## config.mk

```make
export PLATFORM = sky130hd
export DESIGN_NAME = aes_round_ctrl
export DESIGN_NICKNAME = d
export VERILOG_FILES = /design/src/rtl/aes_round_ctrl.sv
export SDC_FILE = /design/constraint.sdc
export NUM_CORES = 1
export LEC_CHECK = 0
export BUFFER_PORTS_ARGS = -buffer_cell sky130_fd_sc_hd__buf_2
export CORE_AREA = 2 2 255 257
export CTS_CLUSTER_DIAMETER = 30
export DETAILED_ROUTE_END_ITERATION = 10
export DIE_AREA = 0 0 257 259
export PLACE_DENSITY_LB_ADDON = 0.2
export SYNTH_ARGS = -nofsm -noshare
export SYNTH_HDL_FRONTEND = slang
export SYNTH_SLANG_ARGS = --single-unit
```

## constraint.sdc

```tcl
create_clock -name clk -period 3.7 [get_ports clk]
set_input_delay 0.37 -clock clk [delete_from_list [all_inputs] [get_ports clk]]
set_output_delay 0.37 -clock clk [all_outputs]
set_load 0.02 [all_outputs]
```

## src/rtl/aes_round_ctrl.sv

```systemverilog
`timescale 1ns/1ps
// aes_round_ctrl: iterative AES encryption round sequencer.
// Holds the 128-bit AES state and the round counter. Feeds the shared
// combinational round datapath once per round and fetches each round key
// over a req/valid handshake. Block-level valid/ready on both sides.
// Optional build macro: AES_ROUND_CTRL_ABORT_EN adds an 'abort' input that
// returns the sequencer to IDLE from any busy state.
module aes_round_ctrl #(
  parameter int unsigned NR = 10
) (
  input  logic         clk,
  input  logic         rst_n,
  input  logic         in_valid,
  output logic         in_ready,
  input  logic [127:0] in_block,
  output logic         rk_req,
  output logic [3:0]   rk_idx,
  input  logic         rk_valid,
  input  logic [127:0] rk,
  output logic [127:0] dp_state,
  output logic         dp_last,
  input  logic [127:0] dp_result,
  output logic         out_valid,
  input  logic         out_ready,
  output logic [127:0] out_block
`ifdef AES_ROUND_CTRL_ABORT_EN
  ,
  input  logic         abort
`endif
);

  localparam logic [3:0] LastRound = 4'(NR);

  typedef enum logic [1:0] {
    IDLE  = 2'd0,
    INIT  = 2'd1,
    ROUND = 2'd2,
    DONE  = 2'd3
  } fsm_e;

  fsm_e         fsm_q, fsm_d;
  logic [127:0] state_q, state_d;
  logic [3:0]   round_q, round_d;
  logic         abortReq;

`ifdef AES_ROUND_CTRL_ABORT_EN
  assign abortReq = abort;
`else
  assign abortReq = 1'b0;
`endif

  // The state register is the only data path visible to both the round
  // datapath and the downstream consumer.
  assign dp_state  = state_q;
  assign out_block = state_q;

  // Next-state and handshake outputs; all outputs are decoded from the
  // current FSM state so they stay stable while a key fetch is stalled.
  always_comb begin
    fsm_d     = fsm_q;
    state_d   = state_q;
    round_d   = round_q;
    in_ready  = 1'b0;
    rk_req    = 1'b0;
    rk_idx    = 4'd0;
    dp_last   = 1'b0;
    out_valid = 1'b0;

    case (fsm_q)
      IDLE: begin
        in_ready = 1'b1;
        if (in_valid) begin
          state_d = in_block;
          fsm_d   = INIT;
        end
      end

      INIT: begin
        rk_req = 1'b1;
        rk_idx = 4'd0;
        if (rk_valid) begin
          state_d = state_q ^ rk;
          round_d = 4'd1;
          fsm_d   = ROUND;
        end
      end

      ROUND: begin
        rk_req  = 1'b1;
        rk_idx  = round_q;
        dp_last = (round_q == LastRound);
        if (rk_valid) begin
          state_d = dp_result;
          if (round_q == LastRound) begin
            fsm_d = DONE;
          end else begin
            round_d = round_q + 4'd1;
          end
        end
      end

      DONE: begin
        out_valid = 1'b1;
        if (out_ready) begin
          fsm_d   = IDLE;
          round_d = 4'd0;
        end
      end

      default: begin
        fsm_d   = IDLE;
        state_d = '0;
        round_d = 4'd0;
      end
    endcase

    if (abortReq && (fsm_q != IDLE)) begin
      fsm_d   = IDLE;
      state_d = '0;
      round_d = 4'd0;
    end
  end

  // State, round counter and FSM registers; reset drops any partial block.
  always_ff @(posedge clk or negedge rst_n) begin
    if (!rst_n) begin
      fsm_q   <= IDLE;
      state_q <= '0;
      round_q <= 4'd0;
    end else begin
      fsm_q   <= fsm_d;
      state_q <= state_d;
      round_q <= round_d;
    end
  end

endmodule

```

# Word-level counts from Yosys, hierarchy flattened
# Index checks and enable logic that the tools add are counted.
[op_classes]
n_reduce_logical = 7
eq_ne = 10
n_mux = 20
addsub = 1
bitwise_logic = 1
[op_table]
columns = ["op", "count"]
rows = [
  ["$mux 128", 3],
  ["$pmux 128 s3", 1],
  ["$xor 128x128->128", 1],
  ["$mux 4", 5],
  ["$ne 2x2->1 const B", 6],
  ["$pmux 4 s3", 1],
  ["$mux 2", 5],
  ["$reduce_and 5->1", 2],
  ["$pmux 2 s4", 1],
  ["$reduce_bool 3->1", 2],
  ["$add 4x1->4 const B", 1],
  ["$eq 2x2->1 const B", 2],
  ["$eq 4x4->1 const B", 1],
  ["$mux 1", 4],
  ["$reduce_and 4->1", 1],
  ["$eq 2x1->1 const B", 1],
  ["$logic_not 2->1", 1],
  ["$reduce_or 2->1", 1],
]
[word_totals]
elab_cells = 42
register_bits = 134
input_bits = 389
output_inout_bits = 264

# Longest topological paths before layout
[depth]
word_depth = 4
mapped_depth = 9
ltp_nobuf = 6

# Worst setup path before layout
# Ideal clock, no wire load.
[synth_path]
path_type = "reg2reg"
startpoint = "register fsm_q[0]"
endpoint = "register round_q[3]"
arrival_time_ns = 2.038
path_stages_with_launch = 8
setup_time_ns = 0.126
path_slack_ns = 1.536
path_buffers = 2
period_less_slack_ns = 2.164
cell_sequence = "dfrtp_1 inv_1 ha_1 buf_6 and4b_1 or4_1 buf_2 a221o_1"
[synth_via]
elab_chain_cells = 3
word_cells_on_any_way = 10
cone_classes = "eq/ne (7); mux (1); reduce/logical (2)"
[synth_lines]
columns = ["element", "line_no", "source"]
rows = [
  ["start: declaration", "41", "fsm_e fsm_q, fsm_d;"],
  ["start signal: assignment", "131", "fsm_q <= fsm_d;"],
  ["$eq 2x2->1 or $eq 2x1->1 (tied branches)", "69", "case (fsm_q)"],
  ["$ne 2x2->1 (no source line) or $reduce_bool 3->1 (tied branches)", "n/a", ""],
  ["$reduce_and 5->1 (no source line)", "n/a", ""],
  ["end signal: assignment", "133", "round_q <= round_d;"],
  ["end: declaration", "43", "logic [3:0] round_q, round_d;"],
]
# Parallel ways exist; a longest one is shown, timed or not.
# A chain may end at the register's enable or synchronous reset.

# Final worst setup path
[layout_path]
startpoint = "register fsm_q[1]"
endpoint = "register state_q[103] (netlist: dp_state[103])"
[layout_via]
elab_chain_cells = 3
word_cells_on_any_way = 9
cone_classes = "eq/ne (5); mux (1); reduce/logical (3)"
[layout_lines]
columns = ["element", "line_no", "source"]
rows = [
  ["$eq 2x1->1 (tied with other cells)", "69", ""],
  ["$ne 2x2->1 (no source line) or $reduce_bool 3->1 (tied branches)", "n/a", ""],
  ["$reduce_and 4->1 (no source line)", "n/a", ""],
  ["end signal: assignment", "132", "state_q <= state_d;"],
  ["end: declaration", "42", "logic [127:0] state_q, state_d;"],
]
# Parallel ways exist; a longest one is shown, timed or not.

==> impl_metrics.tcl <==
set metrics [dict create \
    grt_use_total_pct 12.0 \
    hold_ws_ns 0.158 \
    cts.path.max_buffers 2 \
    postRouteAntennaNets 0 \
    core_um2 63900 \
    ys_seq_area_share_pct 35.5 \
    final_max_slew_viol_count 0 \
    max_freq_mhz 362 \
    gp_congestion 0.849 \
    layout_commonest_cell "buf_2" \
    area_growth_pct 41.6 \
    first_iter_violations 464 \
    num_rows 93 \
    drcViolationCount 0 \
    io_pins 653 \
    cp_max_fo 61 \
    cp-start-kind "flip-flop" \
    grt_pass1_wl_um 61400 \
    die_x_um 257 \
    yosys.area.top_type_share_pct 35.5 \
    num_vias 10300 \
    cpPeakStageDelay_ns 0.66 \
    overflow 0 \
    synth_cell_type_count 28 \
    worst_pin_slew_ns 0.919 \
    initial_core_util_pct 14.8 \
    worst-path-buf-inv 2 \
    antenna_found_initial 7 \
    synth.cell_area_um2 9450 \
    wl_per_cell_um 15.7 \
    crit_chain "inv_1 -> ha_4 -> o21ba_2 -> or3_4 -> buf_4 -> nand2_1 -> o21ai_1" \
    yosysTopAreaCell "dfrtp_1" \
    ctsResizeCount 0 \
    path_clk_slew_ns 0.07 \
    vias_per_cell 3.92 \
    hpwl_um 31500 \
    fp.dieArea_um2 66600 \
    tritoncts "yes" \
    clk-insertion-delay-late_ns 0.46 \
    die_h_um 259 \
    required_ns 4.08 \
    cp.arrival_ns 3.14 \
    setup_viol 0 \
    powerDensity_nw_per_um2 1120 \
    cpLargestDelayFamily "buffers and inverters" \
    cts_setup_buffers 0 \
    rsz0062_at_grt "false" \
    drive_gt1_share_pct 39.9 \
    synth_cells 1288 \
    finalCriticalPeriod_ns 2.76 \
    syn_avg_cell_area_um2 7.34 \
    dr.pass1.iters 4 \
    status "completed" \
    grt_pass1_vias 10100 \
    finalCritPeriodShare_pct 74.6 \
    slowest_stage "or3_4" \
    fill_cells 7301 \
    p_total_mw 15.0 \
    leakage_nw 6.83 \
    clock_sinks 134 \
    fin_nets 2165 \
    syn-num-nets 1686 \
    synth_area_leaders "dfrtp_1 (35%), nand2_1 (15%), o21ai_1 (14%)" \
    grt_max_degree 129 \
    hold_class "input port to flip-flop" \
    critical_path_class "flip-flop to flip-flop" \
    slew_headroom_pct 37.2 \
    fin_setup_tns_ns 0 \
    vdd_drop_max_mv 0.485 \
    fin_skew_ns 0.0129 \
    final_cell_mix "buf_2 (651), nand2_1 (387), o21ai_1 (261), dfrtp_1 (134)" \
    cts_max_level 4 \
    portBuffers 652 \
    cts_buffers 17 \
    yosysWarnings 0 \
    hold_viol 0 \
    wirelength_um 41500 \
    clock-root-buffer "clkbuf_16" \
    ys_ff_latch 134 \
    cp-end-kind "flip-flop" \
    cts_hold_buffers 1 \
    maxCapViolCount 0 \
]
[synthesized netlist by cell type (all sizes together)]
cell type,number
a221o,1
o21ba,1
nand2,387
nor3,1
clkbuf,75
xor2,128
nor2,3
nor4,1
and2,3
a21oi,128
buf,139
o31ai,2
nand3,1
a21o,1
nor2b,2
or3,2
or4,1
o21ai,262
and4b,1
dfrtp,134
inv,4
nand3b,1
ha,9
a2111oi,1
[cells by family (layout without fill, tap and decap cells)]
group	Yosys count	after routing	synth area share (%)
adders and majority gates	9	9	1.19
buffers and inverters	218	710	13.9
other	0	4	0
DFF	134	134	35.5
and+or+nand+nor	403	403	16.4
xor gates and xnor gates	128	128	11.9
AOI/OAI and AO/OA	396	396	21.2
[registers in the layout, summed over array words and instances, names as in the netlist]
| signal | flops |
|---|---|
| fsm_q | 2 |
| dp_state | 128 |
| round_q | 4 |
[path summary, 6_finish.rpt]
| check | start | endpoint | slack (ns) | cells past startpoint |
|---|---|---|---|---|
| worst max-delay path | fsm_q[1]$_DFFE_PN0P_ | dp_state[103]$_DFFE_PN0P_ | 0.94 | 7 |
| worst min register to register | round_q[2]$_DFFE_PN0P_ | round_q[2]$_DFFE_PN0P_ | 0.55 | 1 |
| min in group asynchronous | rst_n | dp_state[94]$_DFFE_PN0P_ | 0.47 | 2 |
| worst max register to register | fsm_q[1]$_DFFE_PN0P_ | dp_state[103]$_DFFE_PN0P_ | 0.94 | 7 |
| worst min-delay path | in_block[67] | dp_state[67]$_DFFE_PN0P_ | 0.16 | 3 |
| max in group asynchronous | rst_n | dp_state[35]$_DFFE_PN0P_ | 2.33 | 3 |
[worst reg2reg max path, cell delays in order, from the launching register on]
cell,delay [ns]
dfrtp_1,0.46
inv_1,0.21
ha_4,0.31
o21ba_2,0.24
or3_4,0.66
buf_4,0.55
nand2_1,0.15
o21ai_1,0.10
[per-stage QoR]
step                instances  worst slack (ns)  cell area [um^2]  utilization, %
global route             2638             0.644             13400            20.9
CTS                      2635             0.845             13400            20.9
floorplan                1288              1.54              9450               -
finish                   2639             0.939             13400            20.9
global placement         2602             0.968             12800            20.0
detailed placement       2602             0.867             12800            20.0
[cell type report]
cell class	instances	area, um^2	area share (%)
antenna	4	10.0	0.0748
clock buffer	17	425	3.18
clock inverter	15	170	1.27
inverter	4	15.0	0.112
multi-input combinational	936	4830	36.1
sequential	134	3350	25.1
tap	855	1070	8.00
timing repair buffer	674	3500	26.2
[report_power, final]
group	switching (mW)	internal [mW]	leakage, nW
logic	6.58	3.36	4.90
clock network	0.785	1.01	0.288
registers	0.985	2.28	1.64
[metal layers]
layer	GRT usage [%]	vias up	share of wire, %
met2	20.9	355	51
li1	-	5069	-
met5	0	-	0.072
met4	4.12	4	1.8
met1	14.4	4882	42
met3	2.81	38	5.2
No activity file was read; power rests on OpenSTA's default activity.
